<file path="config.mk">
export PLATFORM = sky130hd
export DESIGN_NAME = regfile_write_arbiter_flat
export DESIGN_NICKNAME = d
export VERILOG_FILES = /design/src/rtl/regfile_write_arbiter_if.sv /design/src/rtl/regfile_write_arbiter.sv /design/src/flat_wrapper.sv
export SDC_FILE = /design/constraint.sdc
export NUM_CORES = 1
export LEC_CHECK = 0
export CORE_MARGIN = 2
export CORE_UTILIZATION = 43
export CTS_CLUSTER_DIAMETER = 120
export CTS_CLUSTER_SIZE = 14
export DETAILED_ROUTE_END_ITERATION = 10
export GPL_TIMING_DRIVEN = 0
export HOLD_SLACK_MARGIN = 0.15
export PLACE_DENSITY_LB_ADDON = 0.1
export SETUP_SLACK_MARGIN = 0.02
export SLEW_MARGIN = 20
export SYNTH_ARGS = -nofsm -noshare
export SYNTH_HDL_FRONTEND = slang
export SYNTH_SLANG_ARGS = --single-unit
</file>
<file path="constraint.sdc">
create_clock -name I_CLK -period 5.8 [get_ports I_CLK]
set_input_delay 1.16 -clock I_CLK [delete_from_list [all_inputs] [get_ports I_CLK]]
set_output_delay 1.16 -clock I_CLK [all_outputs]
set_load 0.02 [all_outputs]
</file>
<file path="src/rtl/regfile_write_arbiter_if.sv">
// rtl/regfile_write_arbiter_if.sv - request/write-port bundle for regfile_write_arbiter
interface regfile_write_arbiter_if #(
   parameter int P_NUM_REQ    = 4,
   parameter int P_DATA_WIDTH = 16,
   parameter int P_ADDR_WIDTH = 4
);
   localparam int LP_GW   = $clog2(P_NUM_REQ);
   localparam int LP_NREG = 2 ** P_ADDR_WIDTH;

   logic                              I_HOLD;
   logic [P_NUM_REQ-1:0]              I_REQ_VALID;
   logic [P_NUM_REQ-1:0]              I_REQ_LOCK;
   logic [P_NUM_REQ*P_ADDR_WIDTH-1:0] I_REQ_ADDR;
   logic [P_NUM_REQ*P_DATA_WIDTH-1:0] I_REQ_DATA;
   logic [P_NUM_REQ-1:0]              O_REQ_READY;
   logic [LP_NREG-1:0]                O_WR_EN;
   logic [P_ADDR_WIDTH-1:0]           O_WR_ADDR;
   logic [P_DATA_WIDTH-1:0]           O_WR_DATA;
   logic [LP_GW-1:0]                  O_GRANT_ID;
   logic                              O_LOCKED;

   modport master (
      output I_HOLD, I_REQ_VALID, I_REQ_LOCK, I_REQ_ADDR, I_REQ_DATA,
      input  O_REQ_READY, O_WR_EN, O_WR_ADDR, O_WR_DATA, O_GRANT_ID, O_LOCKED
   );

   modport slave (
      input  I_HOLD, I_REQ_VALID, I_REQ_LOCK, I_REQ_ADDR, I_REQ_DATA,
      output O_REQ_READY, O_WR_EN, O_WR_ADDR, O_WR_DATA, O_GRANT_ID, O_LOCKED
   );
endinterface

</file>
<file path="src/rtl/regfile_write_arbiter.sv">
// rtl/regfile_write_arbiter.sv - round-robin arbiter with lock mode for the register-file write port
module regfile_write_arbiter #(
   parameter int P_NUM_REQ    = 4,
   parameter int P_DATA_WIDTH = 16,
   parameter int P_ADDR_WIDTH = 4
) (
   input logic                    I_CLK,
   input logic                    I_RESET,
   regfile_write_arbiter_if.slave bus
);
   localparam int LP_GW   = $clog2(P_NUM_REQ);
   localparam int LP_NREG = 2 ** P_ADDR_WIDTH;

   localparam logic [0:0] ST_ARB    = 1'b0;
   localparam logic [0:0] ST_LOCKED = 1'b1;

   logic [0:0]              r_state;
   logic [LP_GW-1:0]        r_ptr;
   logic [LP_GW-1:0]        r_owner;
   logic [LP_NREG-1:0]      r_wr_en;
   logic [P_ADDR_WIDTH-1:0] r_wr_addr;
   logic [P_DATA_WIDTH-1:0] r_wr_data;
   logic [LP_GW-1:0]        r_grant_id;

   logic                    w_found;
   logic [LP_GW-1:0]        w_win;
   logic [LP_GW:0]          w_c;
   logic [P_NUM_REQ-1:0]    w_ready;
   logic                    w_xfer;
   logic [LP_GW-1:0]        w_sel;
   logic [LP_GW-1:0]        w_ptr_next;
   logic [P_ADDR_WIDTH-1:0] w_sel_addr;
   logic [P_DATA_WIDTH-1:0] w_sel_data;
   logic                    w_sel_lock;

   // Scan pointer, pointer+1, ... with wrap; first valid requester wins.
   always_comb begin
      w_found = 1'b0;
      w_win   = '0;
      w_c     = '0;
      for (int k = 0; k < P_NUM_REQ; k++) begin
         w_c = {1'b0, r_ptr} + (LP_GW+1)'(k);
         if (w_c >= (LP_GW+1)'(P_NUM_REQ))
            w_c = w_c - (LP_GW+1)'(P_NUM_REQ);
         if (!w_found && bus.I_REQ_VALID[w_c[LP_GW-1:0]]) begin
            w_found = 1'b1;
            w_win   = w_c[LP_GW-1:0];
         end
      end
   end

   always_comb begin
      w_ready = '0;
      if (!I_RESET && !bus.I_HOLD) begin
         if (r_state == ST_LOCKED)
            w_ready[r_owner] = 1'b1;
         else if (w_found)
            w_ready[w_win] = 1'b1;
      end
   end

   assign w_sel      = (r_state == ST_LOCKED) ? r_owner : w_win;
   assign w_xfer     = |(bus.I_REQ_VALID & w_ready);
   assign w_ptr_next = (w_sel == LP_GW'(P_NUM_REQ-1)) ? '0 : w_sel + LP_GW'(1);

   always_comb begin
      w_sel_addr = '0;
      w_sel_data = '0;
      w_sel_lock = 1'b0;
      for (int k = 0; k < P_NUM_REQ; k++) begin
         if (LP_GW'(k) == w_sel) begin
            w_sel_addr = bus.I_REQ_ADDR[k*P_ADDR_WIDTH +: P_ADDR_WIDTH];
            w_sel_data = bus.I_REQ_DATA[k*P_DATA_WIDTH +: P_DATA_WIDTH];
            w_sel_lock = bus.I_REQ_LOCK[k];
         end
      end
   end

   // Idle cycles only clear the enable; address, data and grant keep the last write.
   always_ff @(posedge I_CLK or posedge I_RESET) begin
      if (I_RESET) begin
         r_state    <= ST_ARB;
         r_ptr      <= '0;
         r_owner    <= '0;
         r_wr_en    <= '0;
         r_wr_addr  <= '0;
         r_wr_data  <= '0;
         r_grant_id <= '0;
      end else if (w_xfer) begin
         r_state    <= w_sel_lock ? ST_LOCKED : ST_ARB;
         r_ptr      <= w_ptr_next;
         r_owner    <= w_sel;
         r_wr_en    <= LP_NREG'(1) << w_sel_addr;
         r_wr_addr  <= w_sel_addr;
         r_wr_data  <= w_sel_data;
         r_grant_id <= w_sel;
      end else begin
         r_wr_en    <= '0;
      end
   end

   assign bus.O_REQ_READY = w_ready;
   assign bus.O_WR_EN     = r_wr_en;
   assign bus.O_WR_ADDR   = r_wr_addr;
   assign bus.O_WR_DATA   = r_wr_data;
   assign bus.O_GRANT_ID  = r_grant_id;
   assign bus.O_LOCKED    = (r_state == ST_LOCKED);
endmodule

</file>
<file path="src/flat_wrapper.sv">
// flat-port wrapper written by rule: the top's interface ports become plain ports
module regfile_write_arbiter_flat 
#(
   parameter int P_NUM_REQ    = 4,
   parameter int P_DATA_WIDTH = 16,
   parameter int P_ADDR_WIDTH = 4
)
  (I_CLK, I_RESET, bus_I_HOLD, bus_I_REQ_VALID, bus_I_REQ_LOCK, bus_I_REQ_ADDR, bus_I_REQ_DATA, bus_O_REQ_READY, bus_O_WR_EN, bus_O_WR_ADDR, bus_O_WR_DATA, bus_O_GRANT_ID, bus_O_LOCKED);
  regfile_write_arbiter_if #(.P_NUM_REQ(P_NUM_REQ), .P_DATA_WIDTH(P_DATA_WIDTH), .P_ADDR_WIDTH(P_ADDR_WIDTH)) bus_i ();
  input logic I_CLK;
  input logic I_RESET;
  input wire logic [$bits(bus_i.I_HOLD)-1:0] bus_I_HOLD;
  input wire logic [$bits(bus_i.I_REQ_VALID)-1:0] bus_I_REQ_VALID;
  input wire logic [$bits(bus_i.I_REQ_LOCK)-1:0] bus_I_REQ_LOCK;
  input wire logic [$bits(bus_i.I_REQ_ADDR)-1:0] bus_I_REQ_ADDR;
  input wire logic [$bits(bus_i.I_REQ_DATA)-1:0] bus_I_REQ_DATA;
  output wire logic [$bits(bus_i.O_REQ_READY)-1:0] bus_O_REQ_READY;
  output wire logic [$bits(bus_i.O_WR_EN)-1:0] bus_O_WR_EN;
  output wire logic [$bits(bus_i.O_WR_ADDR)-1:0] bus_O_WR_ADDR;
  output wire logic [$bits(bus_i.O_WR_DATA)-1:0] bus_O_WR_DATA;
  output wire logic [$bits(bus_i.O_GRANT_ID)-1:0] bus_O_GRANT_ID;
  output wire logic [$bits(bus_i.O_LOCKED)-1:0] bus_O_LOCKED;
  assign bus_i.I_HOLD = bus_I_HOLD;
  assign bus_i.I_REQ_VALID = bus_I_REQ_VALID;
  assign bus_i.I_REQ_LOCK = bus_I_REQ_LOCK;
  assign bus_i.I_REQ_ADDR = bus_I_REQ_ADDR;
  assign bus_i.I_REQ_DATA = bus_I_REQ_DATA;
  assign bus_O_REQ_READY = bus_i.O_REQ_READY;
  assign bus_O_WR_EN = bus_i.O_WR_EN;
  assign bus_O_WR_ADDR = bus_i.O_WR_ADDR;
  assign bus_O_WR_DATA = bus_i.O_WR_DATA;
  assign bus_O_GRANT_ID = bus_i.O_GRANT_ID;
  assign bus_O_LOCKED = bus_i.O_LOCKED;
  regfile_write_arbiter #(.P_NUM_REQ(P_NUM_REQ), .P_DATA_WIDTH(P_DATA_WIDTH), .P_ADDR_WIDTH(P_ADDR_WIDTH)) u_core (.I_CLK(I_CLK), .I_RESET(I_RESET), .bus(bus_i));
endmodule
</file>
==> flow_summary.ini <==
[status]
outcome = complete, no violations

[clocking]
clock_root_buffer_master = clkbuf_8
cts-hold-fix-buffers = 0
cts_max_path_buffers = 2
tritoncts_num_sinks = 41
cts_setup_buffers = 0
htree_num_levels = 2
clock_transition_time_at_the_flip_flop_clock_pins_of_the_worst_setup_and_hold_paths_ns = 0.08
postCtsResizedCells = 0
cts-buffers-inserted = 5
cts_tree = built
insertion_delay_ns = 0.30

[min_path]
min-delay-path-class = register to register
hold_path_depth = 1

[synthesis]
synth_top_area_cell = dfrtp_1
post_synth_main_area_contributors = dfrtp_1, mux2_4, a22oi_1
postSynthRegisterBits = 41
yosys.area.top_type_share = 0.408
synthesis.area_per_instance_um2 = 10.0
yosys-top-cells-count = dfrtp_1, nor2_1, a21oi_1
synth.distinct_cells = 46
synth.yosys.seq_area_share = 0.408
synthCells = 251
synthesis.yosys.warnings = 0
yosysMostFrequentCell = dfrtp_1
synthArstFlopShare = 1.00
postSynth.topFlopCell = dfrtp_1
synth_edf_count = 0
post_synth_instance_area_um2 = 2510
syn-num-nets = 346

[grt]
globalRouteTotalUtil = 0.240
antenna_found_initial = 0
grt_pass1_vias = 2490
grt.overflow.total = 0
grt_first_pass_wirelength_um = 11900
largest_net_degree_at_the_start_of_global_routing = 29

[worst_setup_path]
r2r_cells = 13
sort_of_element_at_the_start_of_the_critical_path = primary input
worst_setup_path_end_kind = register
worst_ep_arrival_time_ns = 4.76
worst-endpoint-required_ns = 5.96
crit_path_max_fanout = 10
critical_path_type = primary input to register

[floorplan]
core_region_area_um2 = 5570
die_x_um = 80.5
die_area_um2 = 6480
die_height_um = 80.5
rows = 27
pin_count = 134
start_util = 0.451

[timing]
final_hold_viol_count = 0
fmaxAchievable_mhz = 218
timing.max_slew.rel_slack = 0.578
finalCritPeriodShare = 0.792
tns_ns = 0
finalSetupViolations = 0
layout_min_cycle_time_ns = 4.60
report.final.slew_viol_count = 0
finalClockSkew_ns = 0.00837
tightestPinTransition_ns = 0.632
setup_repair_after_global_routing_missed_its_margin = no

[final_layout]
final_nets = 487
antenna_cells = 0
finalCoreUtilization = 0.734
final_layout_size_suffix_gt1_frac = 0.112
layout-area-overhead-vs-synth_pct = 62.6

[flow_run]
max-cap-violations = 0

[detailed_routing]
route.detailed.vias_per_inst = 5.47
detail_route.wirelength_um = 7630
drc = 0
drt.antenna.violating_nets = 0
drt_pre_antenna_iters = 4
routedWlPerCell_um = 16.4
via_count = 2542
drc_marker_count_from_the_first_detailed_route_iteration = 91

[power]
peakVddDrop_mv = 0.261
p_leak_nw = 1.74
p_total_mw = 2.10
power.density_nw_per_um2 = 513

[placed_design]
place.port_buffers = 133
place_hpwl_um = 5860
gp_congestion = 0.876
## power by group
group | internal, mW | switching (mW)
Sequential | 0.383 | 0.0582
Clock | 0.171 | 0.104
Combinational | 0.647 | 0.736
## layout make-up
type	count	area (um^2)
Sequential cell	41	1030
Buffer	16	105
Inverter	7	26.3
Clock buffer	5	68.8
Tap cell	72	90.1
Multi-Input combinational cell	187	1360
Timing Repair Buffer	134	1350
Fill cell	439	1480
Clock inverter	3	65.1
## routing by layer
| layer | track usage | wire length, um | share of wire |
|---|---|---|---|
| met4 | 0.0576 | 116 | 0.015 |
| met2 | 0.399 | 3720 | 0.49 |
| met3 | 0.0618 | 620 | 0.081 |
| met1 | 0.312 | 3170 | 0.42 |
| met5 | 0 | 0 | 0 |
## cells by family (layout without fill, tap and decap cells)
logic type	Yosys count	in the layout	synth area share
buffers and inverters	23	165	0.0522
and+or+nand+nor	59	59	0.114
DFF	41	41	0.408
muxes	27	27	0.152
AOI/OAI and AO/OA	97	97	0.254
adders and majority gates	4	4	0.0199
## sequential cells by signal (all words and copies together), names as in the netlist
| name | cells |
|---|---|
| u_core.bus.O_LOCKED | 1 |
| u_core.bus.O_WR_DATA | 16 |
| u_core.bus.O_WR_ADDR | 4 |
| u_core.r_ptr | 2 |
| u_core.r_owner | 2 |
| u_core.bus.O_WR_EN | 16 |
## worst paths after layout
| kind | start | to | slack, ns |
|---|---|---|---|
| min in group asynchronous | I_RESET | u_core.r_owner[1] | 1.18 |
| hold / removal | u_core.bus.O_WR_DATA[9] | u_core.bus.O_WR_DATA[9] | 0.51 |
| max in group asynchronous | I_RESET | u_core.bus.O_WR_DATA[6] | 4.16 |
| setup reg to reg | u_core.r_ptr[1] | u_core.bus.O_WR_EN[5] | 2.22 |
| hold reg to reg | u_core.bus.O_WR_DATA[9] | u_core.bus.O_WR_DATA[9] | 0.51 |
| setup / recovery | bus_I_REQ_VALID[2] | u_core.bus.O_WR_EN[5] | 1.20 |
## worst max-delay path, cell delays in order
cell and delay (ns):
clkdlybuf4s50_1 0.57, nor2b_1 0.17, a221o_1 0.24, nand2_4 0.10, o21ai_0 0.42, inv_1 0.13
ha_1 0.26, nor2b_1 0.16, clkbuf_1 0.51, a22oi_1 0.18, o21ai_0 0.38, nor3_1 0.09
a31oi_1 0.30, nor2_1 0.09
## through the flow
step	cell area [um^2]	worst slack [ns]	hold slack (ns)	cells
detailed placement	3960	0.921	0.495	457
CTS	4090	1.21	0.515	465
floorplan	2510	2.22	0.551	251
finish	4090	1.20	0.514	465
global route	4090	0.943	0.536	465
global placement	3940	1.01	0.488	456
## layout by cell type (no fill, tap or decap), types with 4 or more instances in the layout
master	n
clkdlybuf4s50_1	133
dfrtp_1	41
nor2_1	24
a21oi_1	21
a22oi_1	20
mux2_4	19
o22ai_1	17
nand2_1	14
o21ai_0	12
clkbuf_1	10
a31oi_1	7
inv_1	6
nor3_1	6
clkbuf_8	5
mux2i_1	4
o21a_1	4
ha_1	4
No activity file was read; power rests on OpenSTA's default activity.
